===== src/rtl/ntt_pkg.sv =====
// ntt_pkg: constants, FSM state encoding, modular arithmetic and twiddle tables shared by the
// forward and inverse NTT blocks (q = 17, N = 8, w = 2, psi = 6 so that psi^2 = w).
// The w^-k and psi^-n tables are generated at elaboration time rather than read from files.
package ntt_pkg;

  localparam int unsigned Q      = 17;
  localparam int unsigned N      = 8;
  localparam int unsigned LogQ   = 5;
  localparam int unsigned LogN   = 3;
  localparam int unsigned W      = 2;
  localparam int unsigned Psi    = 6;
  localparam int unsigned StageW = $clog2(LogN + 1);

  typedef logic [LogQ-1:0]   coef_t;
  typedef logic [LogN-1:0]   idx_t;
  typedef logic [StageW-1:0] stage_t;

  typedef enum logic [1:0] {
    StLoad    = 2'd0,
    StCompute = 2'd1,
    StOutput  = 2'd2
  } state_e;

  localparam logic [LogQ:0]     QSum  = (LogQ + 1)'(Q);
  localparam logic [2*LogQ-1:0] QProd = (2 * LogQ)'(Q);

  // (a + b) mod q for a, b < q: one conditional subtract.
  function automatic coef_t mod_add(coef_t a, coef_t b);
    logic [LogQ:0] s;
    s = {1'b0, a} + {1'b0, b};
    if (s >= QSum) s = s - QSum;
    return s[LogQ-1:0];
  endfunction

  // (a - b) mod q for a, b < q: add q back when the difference would go negative.
  function automatic coef_t mod_sub(coef_t a, coef_t b);
    logic [LogQ:0] d;
    if (a < b) d = {1'b0, a} + QSum - {1'b0, b};
    else       d = {1'b0, a} - {1'b0, b};
    return d[LogQ-1:0];
  endfunction

  // (a * b) mod q with a full-width product.
  function automatic coef_t mod_mul(coef_t a, coef_t b);
    logic [2*LogQ-1:0] p;
    p = {{LogQ{1'b0}}, a} * {{LogQ{1'b0}}, b};
    p = p % QProd;
    return p[LogQ-1:0];
  endfunction

  function automatic idx_t bitrev(idx_t x);
    idx_t r;
    for (int unsigned i = 0; i < LogN; i++) r[i] = x[LogN-1-i];
    return r;
  endfunction

  // Elaboration-time only: b^e mod q.
  function automatic int unsigned pow_mod(int unsigned b, int unsigned e);
    int unsigned r;
    r = 1;
    for (int unsigned i = 0; i < e; i++) r = (r * b) % Q;
    return r;
  endfunction

  // w^-k = w^(N-k) because w has order N.
  function automatic logic [N*LogQ-1:0] gen_w_inv_tab();
    logic [N*LogQ-1:0] t;
    t = '0;
    for (int unsigned k = 0; k < N; k++) t[k*LogQ +: LogQ] = coef_t'(pow_mod(W, (N - k) % N));
    return t;
  endfunction

  // psi^-n = psi^(2N-n) because psi has order 2N.
  function automatic logic [N*LogQ-1:0] gen_phi_inv_tab();
    logic [N*LogQ-1:0] t;
    t = '0;
    for (int unsigned k = 0; k < N; k++) t[k*LogQ +: LogQ] = coef_t'(pow_mod(Psi, 2 * N - k));
    return t;
  endfunction

  localparam logic [N*LogQ-1:0] WInvTab   = gen_w_inv_tab();
  localparam logic [N*LogQ-1:0] PhiInvTab = gen_phi_inv_tab();

endpackage


===== src/rtl/intt_butterfly.sv =====
// intt_butterfly: combinational radix-2 butterfly (u, v, w) -> (u + v*w, u - v*w) mod q.
module intt_butterfly
  import ntt_pkg::*;
(
  input  logic [LogQ-1:0] u_i,
  input  logic [LogQ-1:0] v_i,
  input  logic [LogQ-1:0] w_i,
  output logic [LogQ-1:0] sum_o,
  output logic [LogQ-1:0] diff_o
);

  coef_t t;

  // Twiddle product shared by both outputs.
  always_comb begin
    t      = mod_mul(v_i, w_i);
    sum_o  = mod_add(u_i, t);
    diff_o = mod_sub(u_i, t);
  end

endmodule


===== src/rtl/intt.sv =====
// intt: streaming inverse negacyclic NTT. Loads N coefficients in bit-reversed order, runs an
// in-place radix-2 DIT pass (one butterfly slot per cycle), then streams x[n] in natural order.
// Build option: define INTT_NINV_SCALE_EN to fold N^-1 into the output; otherwise outputs are
// N*x[n] mod q and the scale is left to downstream logic. Cycle timing is the same either way.
module intt
  import ntt_pkg::*;
(
  input  logic            clk,
  input  logic            reset,
  input  logic            in_valid,
  input  logic [LogQ-1:0] poly_in,
  output logic            in_ready,
  output logic            out_valid,
  output logic [LogQ-1:0] poly_out,
  input  logic            out_ready
);

  localparam idx_t   CntMax    = idx_t'(N - 1);
  localparam stage_t StageDone = stage_t'(LogN);
  localparam stage_t StageTop  = stage_t'(LogN - 1);

  state_e state_q, state_d;
  idx_t   cnt_q, cnt_d;
  stage_t stage_q, stage_d;
  coef_t  buf_q [N];

  idx_t  half, pair_idx, tw_idx;
  logic  upper_half;
  coef_t tw, bf_sum, bf_diff, phi_inv;
  logic  load_we, bf_we;

  assign in_ready  = (state_q == StLoad);
  assign out_valid = (state_q == StOutput);

  // Stage addressing: partner at j+h, twiddle index (j mod h) * (N >> (s+1)).
  always_comb begin
    half       = idx_t'(1) << stage_q;
    pair_idx   = cnt_q + half;
    tw_idx     = (cnt_q & (half - idx_t'(1))) << (StageTop - stage_q);
    upper_half = (cnt_q & half) != '0;
    tw         = WInvTab[tw_idx * LogQ +: LogQ];
  end

  intt_butterfly u_butterfly (
    .u_i    (buf_q[cnt_q]),
    .v_i    (buf_q[pair_idx]),
    .w_i    (tw),
    .sum_o  (bf_sum),
    .diff_o (bf_diff)
  );

  // Next-state: LOAD counts beats, COMPUTE sweeps CNT per stage plus one idle cycle,
  // OUTPUT advances on each accepted beat.
  always_comb begin
    state_d = state_q;
    cnt_d   = cnt_q;
    stage_d = stage_q;
    load_we = 1'b0;
    bf_we   = 1'b0;
    unique case (state_q)
      StLoad: begin
        if (in_valid) begin
          load_we = 1'b1;
          cnt_d   = cnt_q + idx_t'(1);
          if (cnt_q == CntMax) begin
            cnt_d   = '0;
            stage_d = '0;
            state_d = StCompute;
          end
        end
      end
      StCompute: begin
        if (stage_q >= StageDone) begin
          cnt_d   = '0;
          stage_d = '0;
          state_d = StOutput;
        end else begin
          // Only the lower index of each pair owns the butterfly.
          bf_we = !upper_half;
          cnt_d = cnt_q + idx_t'(1);
          if (cnt_q == CntMax) begin
            cnt_d   = '0;
            stage_d = stage_q + stage_t'(1);
          end
        end
      end
      StOutput: begin
        if (out_ready) begin
          cnt_d = cnt_q + idx_t'(1);
          if (cnt_q == CntMax) begin
            cnt_d   = '0;
            state_d = StLoad;
          end
        end
      end
      default: state_d = StLoad;
    endcase
  end

  // Control registers with synchronous reset.
  always_ff @(posedge clk) begin
    if (reset) begin
      state_q <= StLoad;
      cnt_q   <= '0;
      stage_q <= '0;
    end else begin
      state_q <= state_d;
      cnt_q   <= cnt_d;
      stage_q <= stage_d;
    end
  end

  // Coefficient buffer: load writes or in-place butterfly writes; never cleared by reset.
  always_ff @(posedge clk) begin
    if (!reset && load_we) buf_q[cnt_q] <= poly_in;
    if (!reset && bf_we) begin
      buf_q[cnt_q]    <= bf_sum;
      buf_q[pair_idx] <= bf_diff;
    end
  end

  // Output twist by psi^-n, optionally scaled by N^-1.
  always_comb begin
    phi_inv = PhiInvTab[cnt_q * LogQ +: LogQ];
`ifdef INTT_NINV_SCALE_EN
    poly_out = mod_mul(mod_mul(buf_q[cnt_q], phi_inv), coef_t'(15));
`else
    poly_out = mod_mul(buf_q[cnt_q], phi_inv);
`endif
  end

endmodule


===== config.mk =====
export PLATFORM = sky130hd
export DESIGN_NAME = intt
export DESIGN_NICKNAME = d
export VERILOG_FILES = /design/src/rtl/ntt_pkg.sv /design/src/rtl/intt_butterfly.sv /design/src/rtl/intt.sv
export SDC_FILE = /design/constraint.sdc
export NUM_CORES = 1
export LEC_CHECK = 0
export ABC_CLOCK_PERIOD_IN_PS = 12500
export BUFFER_PORTS_ARGS = -buffer_cell sky130_fd_sc_hd__buf_2
export CORE_ASPECT_RATIO = 0.7
export CORE_MARGIN = 2
export CORE_UTILIZATION = 66
export DETAILED_ROUTE_END_ITERATION = 6
export PLACE_DENSITY = 0.83
export SLEW_MARGIN = 15
export SYNTH_ARGS = -nofsm -noshare
export SYNTH_HDL_FRONTEND = slang
export SYNTH_SLANG_ARGS = --single-unit

===== constraint.sdc =====
create_clock -name clk -period 12.5 [get_ports clk]
set_input_delay 1.875 -clock clk [delete_from_list [all_inputs] [get_ports clk]]
set_output_delay 1.875 -clock clk [all_outputs]
set_load 0.02 [all_outputs]

==> results.cfg <==
[status]
status = completed

[floorplan]
die-area_um2 = 12050
rows = 32
core_um2 = 10930
initial_core_util_pct = 67.46
die_h_um = 92.43
io_pins = 16
die_w_um = 130.3

[job]
cap_viol_max_count = 0

[final_layout]
area_delta_synth_final_pct = 7.517
drive_above_1_share_pct = 13.43
final_util_pct = 72.53
nets = 990
multiInputGateArea_um2 = 5759
final_common_cell = nor2_1
final_cell_mix = nor2_1, nand2_1, ha_1
n_antenna_cell = 0
seq_area_um2 = 1401
fillers = 819
fin_area_um2 = 7928

[clock_network]
cts_buffers = 5
cts-root-buf = clkbuf_16
clock_path_buffers = 2
cts_hold_buf = 0
h-tree-depth = 2
clk_pin_slew_ns = 0.07
clock-sinks = 50
cts_tree = yes
clk_latency_ns = 0.29

[sta]
finalMaxSlewViolations = 0
whs_ns = 0.5535
period_share_pct = 95.69
finalClockSkew_ns = 0.006125
worstMarginPinSlew_ns = 1.286
hold_viol = 0
fmax_mhz = 83.60
fin_tns_setup_ns = 0
fin_crit_ns = 11.96
setup_violations = 0
slew_headroom_pct = 13.55

[global_routing]
grt_max_degree = 16
antenna_found_initial = 0
grt-busiest-layer = met2
grtUsageTotal_pct = 32.72
grt-ovfl-total = 0
grtUsageMet1_pct = 44.46
met3_usage_pct = 8.781
use_met2_pct = 53.62
grt_pass1_wl_um = 31610
grt_pass1_vias = 6545

[routing]
drt_iter0_drc = 856
ant_nets = 0
wirelength_um = 19450
wl_per_cell_um = 18.72
remaining_drc_errors = 0
vias_per_cell = 6.660
first_pass_iters = 6
vias = 6920

[synthesis]
ys_warn_count = 0
async_reset_ff_share_pct = 0
synth_top_cell_by_area = edfxtp_1
syn_avg_cell_area_um2 = 8.417
ys_types = 90
synth_edf_count = 40
syn_inst = 876
ys.flop_type = edfxtp_1
syn_nets = 981
ys_seq_elements = 50
synth_area_leaders = edfxtp_1, ha_1, fa_1
yosysSeqAreaShare_pct = 19.01
synth_area_um2 = 7373
synth_top_area_share_pct = 16.29

[critical_path]
critPathMaxFanout = 14
timing.rr.start = stage_q[0]
cp-end-kind = flip-flop
cp-start-kind = flip-flop
r2r_end = buf_q[6][1]
worstSetupPathType = flip-flop to flip-flop
crit_required_ns = 12.63
slowest_stage = fa_1
crit_arrival_ns = 12.09
r2r_cells = 49
slowest_delay_ns = 0.54
worst_path_most_repeated_cell = ha_1
r2r_slack_ns = 0.54

[min_path]
worstHoldStart = state_q[1]
worstHoldPathType = flip-flop to flip-flop
whs_endpoint = state_q[0]
whs_path_depth = 1

[power_and_ir_drop]
ir_worst_vdd_mv = 0.06259
power_frac_seq_pct = 21.4
p_leak_uw = 0.003317
combPwrFrac_pct = 60.7
switching_power_uw = 402.5
power_frac_clock_pct = 17.9
netSwitchingFraction_pct = 45.72
power_uw = 880.4
power_density_nw_per_um2 = 111.1
internal_power_uw = 477.9

[place]
dp_hpwl_um = 14870
port_buffers = 15
gp_congestion = 0.9573
postPlaceCellArea_um2 = 7594
==> worst max-delay path by stage <==
| stage | start | to | cells past startpoint |
|---|---|---|---|
| after global routing | stage_q[0] | buf_q[0][2] | 50 |
| final | stage_q[0] | buf_q[6][1] | 49 |
| after floorplan | stage_q[0] | buf_q[4][3] | 52 |
| after global placement | stage_q[0] | buf_q[0][3] | 49 |
| after detailed placement | stage_q[0] | buf_q[1][3] | 49 |
| after CTS | stage_q[0] | buf_q[1][3] | 49 |
==> Yosys cell counts, drive strengths merged, types with 9 or more instances <==
library cell	number
mux2i	24
a31oi	9
a21oi	33
nor2b	9
and3	10
nand2b	13
o211ai	9
nand2	89
nand3	21
xnor2	27
a21o	13
clkbuf	20
dfxtp	10
nor3	24
o21ai	85
mux4	16
fa	21
o31ai	13
nor2	91
o21a	10
a211oi	13
inv	63
ha	75
or2	12
xor2	15
edfxtp	40
==> sequential cells by signal (all words and copies together) (netlist names), named ones only <==
| name | cells |
|---|---|
| cnt_q | 3 |
| stage_q | 2 |
| buf_q | 40 |
| state_q | 2 |
==> metal layers <==
layer,part of all wire [%],vias up
li1,-,3216
met1,42,3254
met2,45,399
met3,11,51
met4,1.9,0
met5,0,-
==> power by group through the flow <==
stage / clock (µW) / combinational [µW] / sequential, µW
after detailed placement: 0 / 512 / 192
after CTS: 157 / 515 / 188
final: 157 / 534 / 189
after floorplan: 0 / 394 / 188
after global placement: 0 / 491 / 192
after global routing: 164 / 583 / 189
==> layout make-up <==
type / count / area share, %
multi-input cells: 737 / 72.65
clock inverters: 2 / 0.4735
flip-flops and latches: 50 / 17.68
clock buffers: 6 / 1.626
repair buffers: 28 / 2.178
well taps: 153 / 2.415
inverters: 63 / 2.983
==> logic make-up after synthesis <==
family                   count (synthesis)  share of synthesized area [%]
AO/OA/AOI/OAI                          243                          22.74
XOR/XNOR                                42                          5.396
adder cells (fa/ha/maj)                 97                          18.56
buffers and inverters                   90                          4.751
flip-flops                              50                          19.01
multiplexers                            44                          8.858
AND/OR/NAND/NOR                        310                          20.69
==> critical path: cells and delay by family (launching register included) <==
kind	cells	cell delay, ns
AOI/OAI and AO/OA	10	2.37
xor gates and xnor gates	5	1.06
adders and majority gates	13	4.49
buffers and inverters	7	0.92
DFF	1	0.40
muxes	2	0.77
and+or+nand+nor	12	1.75
==> stage by stage <==
step / setup slack [ns] / std cells
after global placement: 0.9196 / 1026
after floorplan: 1.287 / 876
after CTS: 0.2408 / 1034
after global routing: -0.03928 / 1039
after detailed placement: 0.2481 / 1026
final: 0.5389 / 1039
==> what timing repair did <==
action / 4_1_cts / 5_1_grt
setup endpoints to repair: 0 / 40
setup buffers: 0 / 4
gates resized for setup: 0 / 24
endpoints found under the hold margin: 0 / 0
(Power assumes the default switching activity.)
